<file path="src/rtl/pipelined_addsub.sv">
// Pipelined WIDTH-bit adder/subtractor: the carry chain is cut into STAGES slices, one per stage.
// Define SATURATE_EN to clamp overflowing results to the signed limit in the last stage.
module pipelined_addsub #(
  parameter int WIDTH  = 32,
  parameter int STAGES = 4
) (
  input  logic             clk,
  input  logic             rst_n,
  input  logic             in_valid,
  output logic             in_ready,
  input  logic [WIDTH-1:0] a,
  input  logic [WIDTH-1:0] b,
  input  logic             c_in,
  input  logic             sub,
  output logic             out_valid,
  input  logic             out_ready,
  output logic [WIDTH-1:0] sum,
  output logic             c_out,
  output logic             ovf
);

  localparam int SW  = WIDTH / STAGES;
  localparam int LST = STAGES - 1;
  localparam int MSB = WIDTH - 1;

  logic             valid_q [STAGES];
  logic [WIDTH-1:0] a_q     [STAGES];
  logic [WIDTH-1:0] bb_q    [STAGES];
  logic [WIDTH-1:0] s_q     [STAGES];
  logic             carry_q [STAGES];
  logic             ovf_q;

  logic [WIDTH-1:0] a_d     [STAGES];
  logic [WIDTH-1:0] bb_d    [STAGES];
  logic [WIDTH-1:0] s_d     [STAGES];
  logic             carry_d [STAGES];
  logic             ovf_d;

  logic [WIDTH-1:0] stgA    [STAGES];
  logic [WIDTH-1:0] stgB    [STAGES];
  logic [WIDTH-1:0] stgS    [STAGES];
  logic             stgC    [STAGES];
  logic [SW-1:0]    sliceSum[STAGES];

  logic stall;

  assign stall    = valid_q[LST] & ~out_ready;
  assign in_ready = ~stall;

  always_comb begin
    // Stage 0 sees the transformed operands; later stages see the previous stage's registers.
    stgA[0] = a;
    stgB[0] = sub ? ~b : b;
    stgS[0] = '0;
    stgC[0] = sub ? ~c_in : c_in;
    for (int k = 1; k < STAGES; k++) begin
      stgA[k] = a_q[k-1];
      stgB[k] = bb_q[k-1];
      stgS[k] = s_q[k-1];
      stgC[k] = carry_q[k-1];
    end

    for (int k = 0; k < STAGES; k++) begin
      {carry_d[k], sliceSum[k]} = {1'b0, stgA[k][k*SW +: SW]}
                                + {1'b0, stgB[k][k*SW +: SW]}
                                + {{SW{1'b0}}, stgC[k]};
      a_d[k]               = stgA[k];
      bb_d[k]              = stgB[k];
      s_d[k]               = stgS[k];
      s_d[k][k*SW +: SW]   = sliceSum[k];
    end

    ovf_d = (stgA[LST][MSB] == stgB[LST][MSB]) & (s_d[LST][MSB] != stgA[LST][MSB]);
`ifdef SATURATE_EN
    if (ovf_d) begin
      s_d[LST] = stgA[LST][MSB] ? {1'b1, {(WIDTH-1){1'b0}}} : {1'b0, {(WIDTH-1){1'b1}}};
    end
`endif
  end

  // Every stage holds while the consumer refuses a valid result; bubbles travel like beats.
  always_ff @(posedge clk or negedge rst_n) begin
    if (!rst_n) begin
      for (int k = 0; k < STAGES; k++) begin
        valid_q[k] <= 1'b0;
        a_q[k]     <= '0;
        bb_q[k]    <= '0;
        s_q[k]     <= '0;
        carry_q[k] <= 1'b0;
      end
      ovf_q <= 1'b0;
    end else if (!stall) begin
      valid_q[0] <= in_valid;
      for (int k = 1; k < STAGES; k++) begin
        valid_q[k] <= valid_q[k-1];
      end
      for (int k = 0; k < STAGES; k++) begin
        a_q[k]     <= a_d[k];
        bb_q[k]    <= bb_d[k];
        s_q[k]     <= s_d[k];
        carry_q[k] <= carry_d[k];
      end
      ovf_q <= ovf_d;
    end
  end

  assign out_valid = valid_q[LST];
  assign sum       = s_q[LST];
  assign c_out     = carry_q[LST];
  assign ovf       = ovf_q;

endmodule
</file>
<file path="config.mk">
export PLATFORM = sky130hd
export DESIGN_NAME = pipelined_addsub
export DESIGN_NICKNAME = d
export VERILOG_FILES = /design/src/rtl/pipelined_addsub.sv
export SDC_FILE = /design/constraint.sdc
export NUM_CORES = 1
export LEC_CHECK = 0
export ABC_AREA = 0
export BUFFER_PORTS_ARGS = -buffer_cell sky130_fd_sc_hd__buf_4
export CAP_MARGIN = 20
export CORE_MARGIN = 3
export CORE_UTILIZATION = 35
export CTS_BUF_LIST = sky130_fd_sc_hd__clkbuf_4 sky130_fd_sc_hd__clkbuf_8
export CTS_CLUSTER_DIAMETER = 40
export CTS_CLUSTER_SIZE = 24
export DETAILED_ROUTE_END_ITERATION = 16
export SYNTH_ARGS = -nofsm -noshare
export SYNTH_HDL_FRONTEND = slang
export SYNTH_SLANG_ARGS = --single-unit
</file>
<file path="constraint.sdc">
create_clock -name clk -period 2.9 [get_ports clk]
set_input_delay 0.29 -clock clk [delete_from_list [all_inputs] [get_ports clk]]
set_output_delay 0.29 -clock clk [all_outputs]
set_load 0.05 [all_outputs]
</file>
* Yosys cells after proc, flatten, opt, wreduce, memory -nomap -nowiden
Cells that the tools add are included.
Storage, ports and cells: flip-flop bits (word level) 281, bits of input ports 70, output and inout port bits 36, word-level logic and storage cells 37
Cells by class: add/sub/neg operators 8, equality and inequality tests 2, multiplexer cells 2, bitwise operators 6
Operators with widths (number):
- $add A8 B8 Y9 | 4
- $add A9 B1 Y9 | 4
- $mux W32 | 1
- $not A32 Y32 | 1
- $not A1 Y1 | 3
- $and A1 B1 Y1 | 2
- $eq A1 B1 Y1 | 1
- $mux W1 | 1
- $ne A1 B1 Y1 | 1

* Depth between registers and ports, before layout
Gate-level depths: netlist of the first run.
depth after elaboration 4, depth in mapped cells 11

* Least setup slack after synthesis of the first run
Ideal clock, no wire load.
kind input to register, start point in sub, end point reg s_q (netlist bit s_d[70]), setup time 0.064 ns, arrival time 2.537 ns, data required time 2.836 ns, path slack 0.298 ns, stages 11, buffers on the path 2, path through clkbuf_1 > buf_2 > xor2_1 > fa_1 > inv_1 > fa_1 > nor2b_4 > o31a_1 > o311a_1 > a211oi_1 > a21o_1
On the way: cells in the longest elaborated chain, start to end 3
RTL lines:
- from (decl) | RTL line 14 | input logic sub,
- $mux W32 | RTL line 53 | stgB[0] = sub ? ~b : b;
- $add A8 B8 Y9 | RTL line 65 | + {1'b0, stgB[k][k*SW +: SW]}
- $add A9 B1 Y9 (*) | RTL line 66 | + {{SW{1'b0}}, stgC[k]};
- to (signal, indexed assignment) | RTL line 100 | s_q[k] <= s_d[k];
- to (decl) | RTL line 29 | logic [WIDTH-1:0] s_q [STAGES];
Mark *: on every way between the ends. The rest lies on a longest branch, timed or not. A chain may end at the register's enable or synchronous reset.

* Final worst setup path of the first run
start point reg carry_q[3] (netlist bit), end point reg s_q (netlist bit s_d[46])
On the way: cells in the longest elaborated chain, start to end 1
RTL lines:
- from (decl) | RTL line 30 | logic carry_q [STAGES];
- from (signal, indexed assignment) | RTL line 101 | carry_q[k] <= carry_d[k];
- $add A9 B1 Y9 | RTL line 66
Every way passes these cells.

==> results.yml, run 1 <==
global_route:
  busiest_layer: "met2"
  overflow: 0
  grt_pass1_wl_um: 28560
  use_met3: 0.02502
  use_met1: 0.1835
  antenna_found_initial: 0
  use_met2: 0.2161
  grt_use_total: 0.1344
  grt_pass1_vias: 5750
  grt_max_degree: 220
place:
  postPlaceCellArea_mm2: 0.009418
  dp.final_hpwl_um: 10910
  gp_congestion: 0.8174
  port_buffers: 105
timing:
  finalHoldViolations: 0
  period_needed_ns: 2.377
  final.period_utilization: 0.8195
  slew-limit-headroom: 0.4066
  tns_ns: 0
  rsz0062_at_grt: "no"
  holdWs_ns: 0.02266
  max_freq_ghz: 0.4208
  finClkSkew_ns: 0.01701
  worst-slew-pin-transition_ns: 0.8900
  setup_violations: 0
  slew_viol_final: 0
cts:
  cts_tree: "built"
  numClockSinks: 185
  cts_made_buffers: 17
  cts.clk_slew.worst_paths_ns: 0.10
  cts-resized-gates: 0
  root_buffer: "clkbuf_8"
  post_cts_buffers: 0
  insertion_delay_ns: 0.47
  clockBufferDepth: 2
  htree_levels: 4
routing:
  num_vias: 5941
  drt-total-wl_um: 16930
  dr.pass1.iters: 4
  dr.first_iter.drc_count: 309
  drc_errors: 0
  via_per_inst: 4.444
  drtAntennaViolNets: 0
  wl_per_cell_um: 12.67
floorplan:
  core_area_mm2: 0.02298
  die_h_um: 160.3
  initial_core_util: 0.3625
  io_pins: 106
  rows: 55
  die_w_um: 160.3
  dieArea_mm2: 0.02569
logic_synthesis:
  synth_warnings: 0
  synth-seq-cells: 185
  synth_top_area_share: 0.5556
  synth.most_common_cell: "nand2_1"
  synth_top_cells_by_count: "nand2_1 (430), dfrtp_1 (185), o21ai_0 (64)"
  synth_edf_count: 0
  synthArstFlopShare: 1.000
  synth_area_leaders: "dfrtp_1 (56%), nand2_1 (19%), ha_1 (4.2%)"
  synth_cells: 911
  synthFlopType: "dfrtp_1"
  ys_seq_area_frac: 0.5556
  synth_cell_types: 31
  avgSynthCellArea_um2: 9.146
  synth_top_area_cell: "dfrtp_1"
  synth_area_mm2: 0.008332
  synth_nets: 1017
worst_setup_path:
  cp-end-kind: "flop"
  path_delay_family: "adder cells"
  required_ns: 3.21
  worstPathCellList: "fa_1 > fa_1 > a21oi_1 > o211ai_1 > a21oi_1 > xor2_1 > o21ai_0"
  critPathMaxFanout: 3
  critical_path.startpoint_type: "flop"
  cpMaxStageDelayCell: "fa_1"
  path_buf_inv: 0
  arrival_ns: 2.68
  max_stage_delay_ns: 0.49
  path_class: "reg -> reg"
finish:
  insertedDiodeCount: 0
  fin_nets: 1117
  nFillCells: 2385
  multiInputGateArea_mm2: 0.003468
  stdcell_area_mm2: 0.009956
  post-route-util: 0.4332
  drive_gt1_frac: 0.1475
  seqCellArea_mm2: 0.004629
  syn_to_final_growth_pct: 19.49
job:
  maxCapViolCount: 0
power_and_ir_drop:
  cellLeakagePower_nw: 4.983
  p_per_area_mw_per_mm2: 1079
  ir_drop_v: 0.0005506
hold_path:
  min_path_type: "in -> reg"
outcome:
  status: "finished clean"
[where the power goes]
part / leakage (nW) / switching (W) / internal [W]
clock network: 0.199 / 0.00106 / 0.000675
registers: 2.24 / 0.000621 / 0.00372
logic: 2.55 / 0.00293 / 0.00173
[routing by layer]
layer | share of wire | vias to the layer above
met1 | 0.48 | 2739
met4 | 0.016 | 0
met3 | 0.025 | 18
met5 | 0 | -
met2 | 0.47 | 68
li1 | - | 3116
[cell type report]
class,instances,area share
Clock inverter,14,0.01609
Sequential cell,185,0.4650
Inverter,11,0.004399
Clock buffer,18,0.02488
Timing Repair Buffer,125,0.1019
Multi-Input combinational cell,671,0.3484
Tap cell,313,0.03934
[registers in the layout (all words and copies together) (netlist names)]
signal     count
a_d           48
bb_d          48
s_d           48
sum           32
carry_q        3
valid_q        3
c_out          1
out_valid      1
ovf            1
[timing repair]
item | CTS | global route
endpoints found under the hold margin | 73 | 0
setup endpoints to repair | 0 | 0
hold buffers | 13 | 0
[worst paths after layout]
path	from	to	slack, ns	cells after the start
max	carry_q[3]	s_d[46]	0.52	7
min	a[29]	a_d[93]	0.02	3
max reg2reg	carry_q[3]	s_d[46]	0.52	7
min reg2reg	bb_d[80]	bb_d[48]	0.46	2
max in group asynchronous	rst_n	bb_d[79]	1.73	3
min in group asynchronous	rst_n	sum[21]	0.35	2
[cell families (layout without fill, tap and decap cells)]
group,Yosys count,in the layout,synth area share
buffers and inverters,55,168,0.02898
DFF,185,185,0.5556
adders and majority gates,36,36,0.06127
xor gates and xnor gates,48,48,0.05046
AOI/OAI and AO/OA,119,119,0.08530
and+or+nand+nor,468,468,0.2184
[per-stage QoR]
step	instances	power (W)	setup slack, ns
final	1337	0.01075	0.5235
after CTS	1337	0.01090	0.5365
after detailed placement	1292	0.009124	0.4398
after global placement	1292	0.009007	0.4604
after floorplan	911	0.007823	0.2984
after global routing	1337	0.01168	0.3087
[tightest hold or removal path, stage by stage]
cell	delay [ns]
buf_4	0.08
nand2_1	0.04
nand2_1	0.05
[layout by cell type (no fill, tap or decap), drive strengths merged, types with 3 or more instances in the layout]
master       count
nand2          430
dfrtp          185
buf            111
o21ai           64
ha              28
xnor2           26
xor2            22
clkbuf          19
inv             17
nor2            14
a21oi           14
dlygate4sd3     13
a211oi          12
nor3            10
a21o             8
fa               8
clkinv           6
nor2b            5
o21bai           4
o211ai           4
or3              4
a31oi            4
nand2b           3
No activity file was read; power rests on OpenSTA's default activity.
==> run 2, diff against run 1 <==
ABC_AREA = 1   (was 0)
clock period = 2.3 ns   (was 2.9 ns; I/O delays follow)
==> results.yml, run 2 <==
outcome:
  status: "finished clean"
finish:
  insertedDiodeCount: 0
  drive_gt1_frac: 0.1349
  seqCellArea_mm2: 0.004629
  stdcell_count: 1438
  post-route-util: 0.4369
  layout_commonest_cell: "nand2_1"
  final_cell_mix: "nand2_1 (383), dfrtp_1 (185), buf_4 (108), inv_1 (98), o21ai_0 (84)"
  fin_nets: 1214
  nFillCells: 2340
  multiInputGateArea_mm2: 0.003314
  syn_to_final_growth_pct: 21.52
logic_synthesis:
  synth-xor-area-share: 0.04000
  yosys-mux-area-fraction: 0
  ys_seq_area_frac: 0.5421
  synthFlopType: "dfrtp_1"
  synth_top_area_cell: "dfrtp_1"
  synth_compound_area_frac: 0.08601
  synthArstFlopShare: 1.000
  synth_area_mm2: 0.008539
  synth_top_area_share: 0.5421
  synthAdderAreaFrac: 0.05978
  synth_warnings: 0
  avgSynthCellArea_um2: 8.626
  synth_top_cells_by_count: "nand2_1 (383), dfrtp_1 (185), inv_1 (98)"
  synth_nets: 1096
  synth_cells: 990
  synth_area_leaders: "dfrtp_1 (54%), nand2_1 (17%), o21ai_0 (4.9%)"
  synth_edf_count: 0
  synth_cell_types: 22
  synthSimpleGateAreaFrac: 0.2023
  synth-seq-cells: 185
  synth_top_family_by_area: "simple AND/OR/NAND/NOR gates"
  synth.most_common_cell: "nand2_1"
routing:
  dr.first_iter.drc_count: 434
  num_vias: 6313
  dr.pass1.iters: 5
  via_per_inst: 4.390
  drc_errors: 0
  drtAntennaViolNets: 0
  drt-total-wl_um: 18530
  wl_per_cell_um: 12.88
place:
  port_buffers: 105
  dp.final_hpwl_um: 12890
  placedCellCount: 1382
  gp_congestion: 0.8113
cts:
  clockBufferDepth: 2
  cts_made_buffers: 17
  numClockSinks: 185
  cts-resized-gates: 0
  htree_levels: 4
  cts_tree: "built"
  insertion_delay_ns: 0.46
  cts.clk_slew.worst_paths_ns: 0.10
  root_buffer: "clkbuf_8"
global_route:
  grt_pass1_vias: 5886
  grt_use_total: 0.1450
  grt_pass1_wl_um: 30710
  antenna_found_initial: 0
  overflow: 0
  grt_max_degree: 215
worst_setup_path:
  endpoint: "in_ready"
  worstReg2RegEnd: "s_d[22]"
  r2r_cells: 7
  r2r_start: "carry_q[2]"
  path_class: "reg -> out"
  startpoint: "out_valid"
  critical_path.startpoint_type: "flop"
  cp-end-kind: "primary output"
  rrSetupSlack_ns: 0.49
  critPathMaxFanout: 39
  arrival_ns: 1.65
  required_ns: 2.07
timing:
  finClkSkew_ns: 0.01265
  rsz0062_at_grt: "no"
  slew_viol_final: 0
  slew-limit-headroom: 0.4489
  setup_violations: 0
  worst-slew-pin-transition_ns: 0.8267
  final.period_utilization: 0.8169
  tns_ns: 0
  max_freq_ghz: 0.5322
  period_needed_ns: 1.879
  finalHoldViolations: 0
power_and_ir_drop:
  p_per_area_mw_per_mm2: 1355
  ir_drop_v: 0.001476
  cellLeakagePower_nw: 5.302
floorplan:
  die_w_um: 162.2
  core_area_mm2: 0.02375
  dieArea_mm2: 0.02631
  io_pins: 106
  die_h_um: 162.2
  rows: 56
  initial_core_util: 0.3595
hold_path:
  min_path_type: "in -> reg"
job:
  maxCapViolCount: 0
[run 2: how the worst min path moves through the flow]
stage	startpoint	cells after the start	end
3_5_place_dp	rst_n	1	sum[6]
6_report	b[15]	3	bb_d[79]
5_1_grt	b[15]	3	bb_d[79]
2_1_floorplan	rst_n	0	a_d[24]
3_3_place_gp	rst_n	1	sum[6]
4_1_cts	b[15]	3	bb_d[79]
[run 2: layout make-up]
class / instances / share of cell area
tap: 319 / 0.03846
inverter: 100 / 0.03641
clock buffer: 20 / 0.02592
clock inverter: 10 / 0.01374
multi-input combinational: 661 / 0.3194
timing repair buffer: 143 / 0.1200
sequential: 185 / 0.4461
[run 2: power by group]
group	internal (W)	switching [W]
logic	0.00220	0.00409
clock network	0.00114	0.00114
registers	0.00470	0.000791
[run 2: layer usage]
layer | vias up | track usage | share of wire
met1 | 2855 | 0.2344 | 0.55
li1 | 3340 | - | -
met3 | 14 | 0.02856 | 0.030
met5 | - | 0 | 0
met4 | 0 | 0.04304 | 0.012
met2 | 104 | 0.1934 | 0.41
[run 2: through the flow]
stage | worst slack (ns) | total power [W] | hold WS, ns | area [µm²]
floorplan | 0.4016 | 0.009980 | -0.06559 | 8539
global placement | 0.4122 | 0.01176 | 0.2340 | 9706
detailed placement | 0.3634 | 0.01187 | 0.2338 | 9706
CTS | 0.3606 | 0.01423 | 0.008659 | 10380
global route | 0.3050 | 0.01529 | 0.004305 | 10380
finish | 0.4211 | 0.01406 | 0.04211 | 10380
[run 2: worst max-delay path, stage by stage (launching register included)]
cell and delay (ns):
dfrtp_1 0.40, inv_1 0.09, nor2_4 0.05, inv_4 0.35, buf_4 0.29
[run 2: cell families after synthesis]
| kind of cell | after synthesis |
|---|---|
| compound gates | 144 |
| xor+xnor | 39 |
| fa+ha+maj | 36 |
| buf+inv | 144 |
| flops | 185 |
| simple gates | 442 |
[run 2: timing repair]
action / in CTS / in global routing
setup endpoints to repair: 0 / 0
hold buffers: 26 / 0
endpoints found under the hold margin: 76 / 0
buffers inserted: 0 / 0
==> run 3, diff against run 2 <==
clock period = 1.85 ns   (was 2.3 ns; I/O delays follow)
==> results.yml, run 3 (same netlist as run 2, synthesis figures left out) <==
finish:
  stdcell_count: 1465
  layout_commonest_cell: "nand2_1"
  drive_gt1_frac: 0.1431
  syn_to_final_growth_pct: 24.95
  insertedDiodeCount: 0
  fin_nets: 1239
  nFillCells: 2344
  stdcell_area_mm2: 0.01067
  final_cell_mix: "nand2_1 (383), dfrtp_1 (185), buf_4 (113), inv_1 (98), o21ai_0 (83)"
job:
  maxCapViolCount: 0
cts:
  post_cts_buffers: 0
  cts_tree: "built"
  cts.clk_slew.worst_paths_ns: 0.10
  htree_levels: 4
  root_buffer: "clkbuf_8"
  clockBufferDepth: 2
  numClockSinks: 185
  insertion_delay_ns: 0.47
  cts_made_buffers: 17
routing:
  dr.first_iter.drc_count: 340
  drtAntennaViolNets: 0
  via_per_inst: 4.413
  num_vias: 6465
  dr.pass1.iters: 4
  wl_per_cell_um: 13.09
  drt-total-wl_um: 19180
  drc_errors: 0
worst_setup_path:
  cpMaxStageDelayCell: "fa_1"
  rrSetupSlack_ns: 0.08
  required_ns: 2.25
  worstReg2RegEnd: "s_d[22]"
  arrival_ns: 2.18
  critical_path.startpoint_type: "flop"
  r2r_start: "carry_q[2]"
  critPathMaxFanout: 4
  path_common_cell: "nand3_1"
  r2r_cells: 7
  max_stage_delay_ns: 0.47
  startpoint: "carry_q[2]"
  cp-end-kind: "flop"
  path_class: "reg -> reg"
  worstPathCellList: "fa_1 > fa_2 > nand3_1 > nand3_1 > nand2_1 > nand3_1 > nand2_1"
floorplan:
  initial_core_util: 0.3595
  io_pins: 106
  dieArea_mm2: 0.02631
  die_w_um: 162.2
  die_h_um: 162.2
  rows: 56
  core_area_mm2: 0.02375
global_route:
  antenna_found_initial: 0
  grt_max_degree: 63
  grt_pass1_vias: 6422
  grt_use_total: 0.1521
  overflow: 0
  grt_pass1_wl_um: 32530
power_and_ir_drop:
  cellLeakagePower_nw: 5.426
  p_per_area_mw_per_mm2: 1673
  ir_drop_v: 0.0008763
  p_total_w: 0.01785
timing:
  period_needed_ns: 1.772
  max_freq_ghz: 0.5643
  rsz0062_at_grt: "no"
  finalHoldViolations: 0
  worst-slew-pin-transition_ns: 0.4708
  final.period_utilization: 0.9579
  tns_ns: 0
  slew_viol_final: 0
  setup_violations: 0
  finClkSkew_ns: 0.01306
  setup_slack_ns: 0.07780
  slew-limit-headroom: 0.6862
place:
  placedCellCount: 1388
  gp_congestion: 0.7851
  postPlaceCellArea_mm2: 0.009763
  port_buffers: 105
  dp.final_hpwl_um: 13550
  place_ws_ns: 0.03805
hold_path:
  holdPathEnd: "bb_d[86]"
  min_path_type: "in -> reg"
  hp-start: "b[22]"
  hold_depth: 3
outcome:
  status: "finished clean"
==> run 3: cell count changes in the layout (fill, tap and decap cells not counted), moves of 2 or more <==
cell / previous run / this run
dlygate4sd3_1: 26 / 45
inv_8: 0 / 3
inv_6: 3 / 9
fa_1: 8 / 3
fa_2: 0 / 5
buf_4: 108 / 113
clkinv_2: 2 / 0
==> run 3: per-stage QoR <==
stage / utilization / hold slack, ns
floorplan: - / -0.1106
global placement: 0.4110 / 0.1837
detailed placement: 0.4110 / 0.1864
CTS: 0.4487 / 0.009806
global route: 0.4492 / 0.03017
finish: 0.4492 / 0.03452
==> run 3: repair_timing <==
item                                    in CTS  in global routing
hold buffers                                45                  0
hold endpoints to repair                    94                  0
cloned                                       0                  0
gates resized for setup                      1                  6
endpoints found under the setup margin       1                  8
==> run 3: power breakdown <==
part	total (W)	internal [W]	switching (W)
Combinational	0.00802	0.00286	0.00516
Sequential	0.00682	0.00583	0.000988
Clock	0.00301	0.00144	0.00157
Total	0.0179	0.0101	0.00772
==> run 3: critical path: cells and delay by family (launching register included) <==
kind          cells  cell delay [ns]
simple gates      5             0.44
flops             1             0.41
fa+ha+maj         2             0.86
==> run 3: per-layer routing <==
layer | GRT usage | part of all wire | vias up
li1 | - | - | 3378
met1 | 0.2404 | 0.54 | 2967
met2 | 0.2132 | 0.41 | 107
met3 | 0.02627 | 0.035 | 13
met4 | 0.04265 | 0.011 | 0
met5 | 0 | 0 | -
==> run 3: worst max path at each step <==
stage | slack (ns) | cells past startpoint | end
global placement | 0.08 | 7 | s_d[44]
global route | 0.02 | 4 | in_ready
CTS | 0.002 | 7 | s_d[44]
floorplan | 0.03 | 10 | s_d[68]
finish | 0.08 | 7 | s_d[22]
detailed placement | 0.04 | 7 | s_d[44]
==> run 3: final cells by class <==
class                      count  area [µm²]  share of cell area
sequential                   185        4629              0.4339
multi-input combinational    661        3327              0.3118
timing repair buffer         168        1493              0.1399
tap                          319       399.1             0.03741
inverter                     100       380.4             0.03565
clock buffer                  18       247.7             0.02322
clock inverter                14       193.9             0.01818
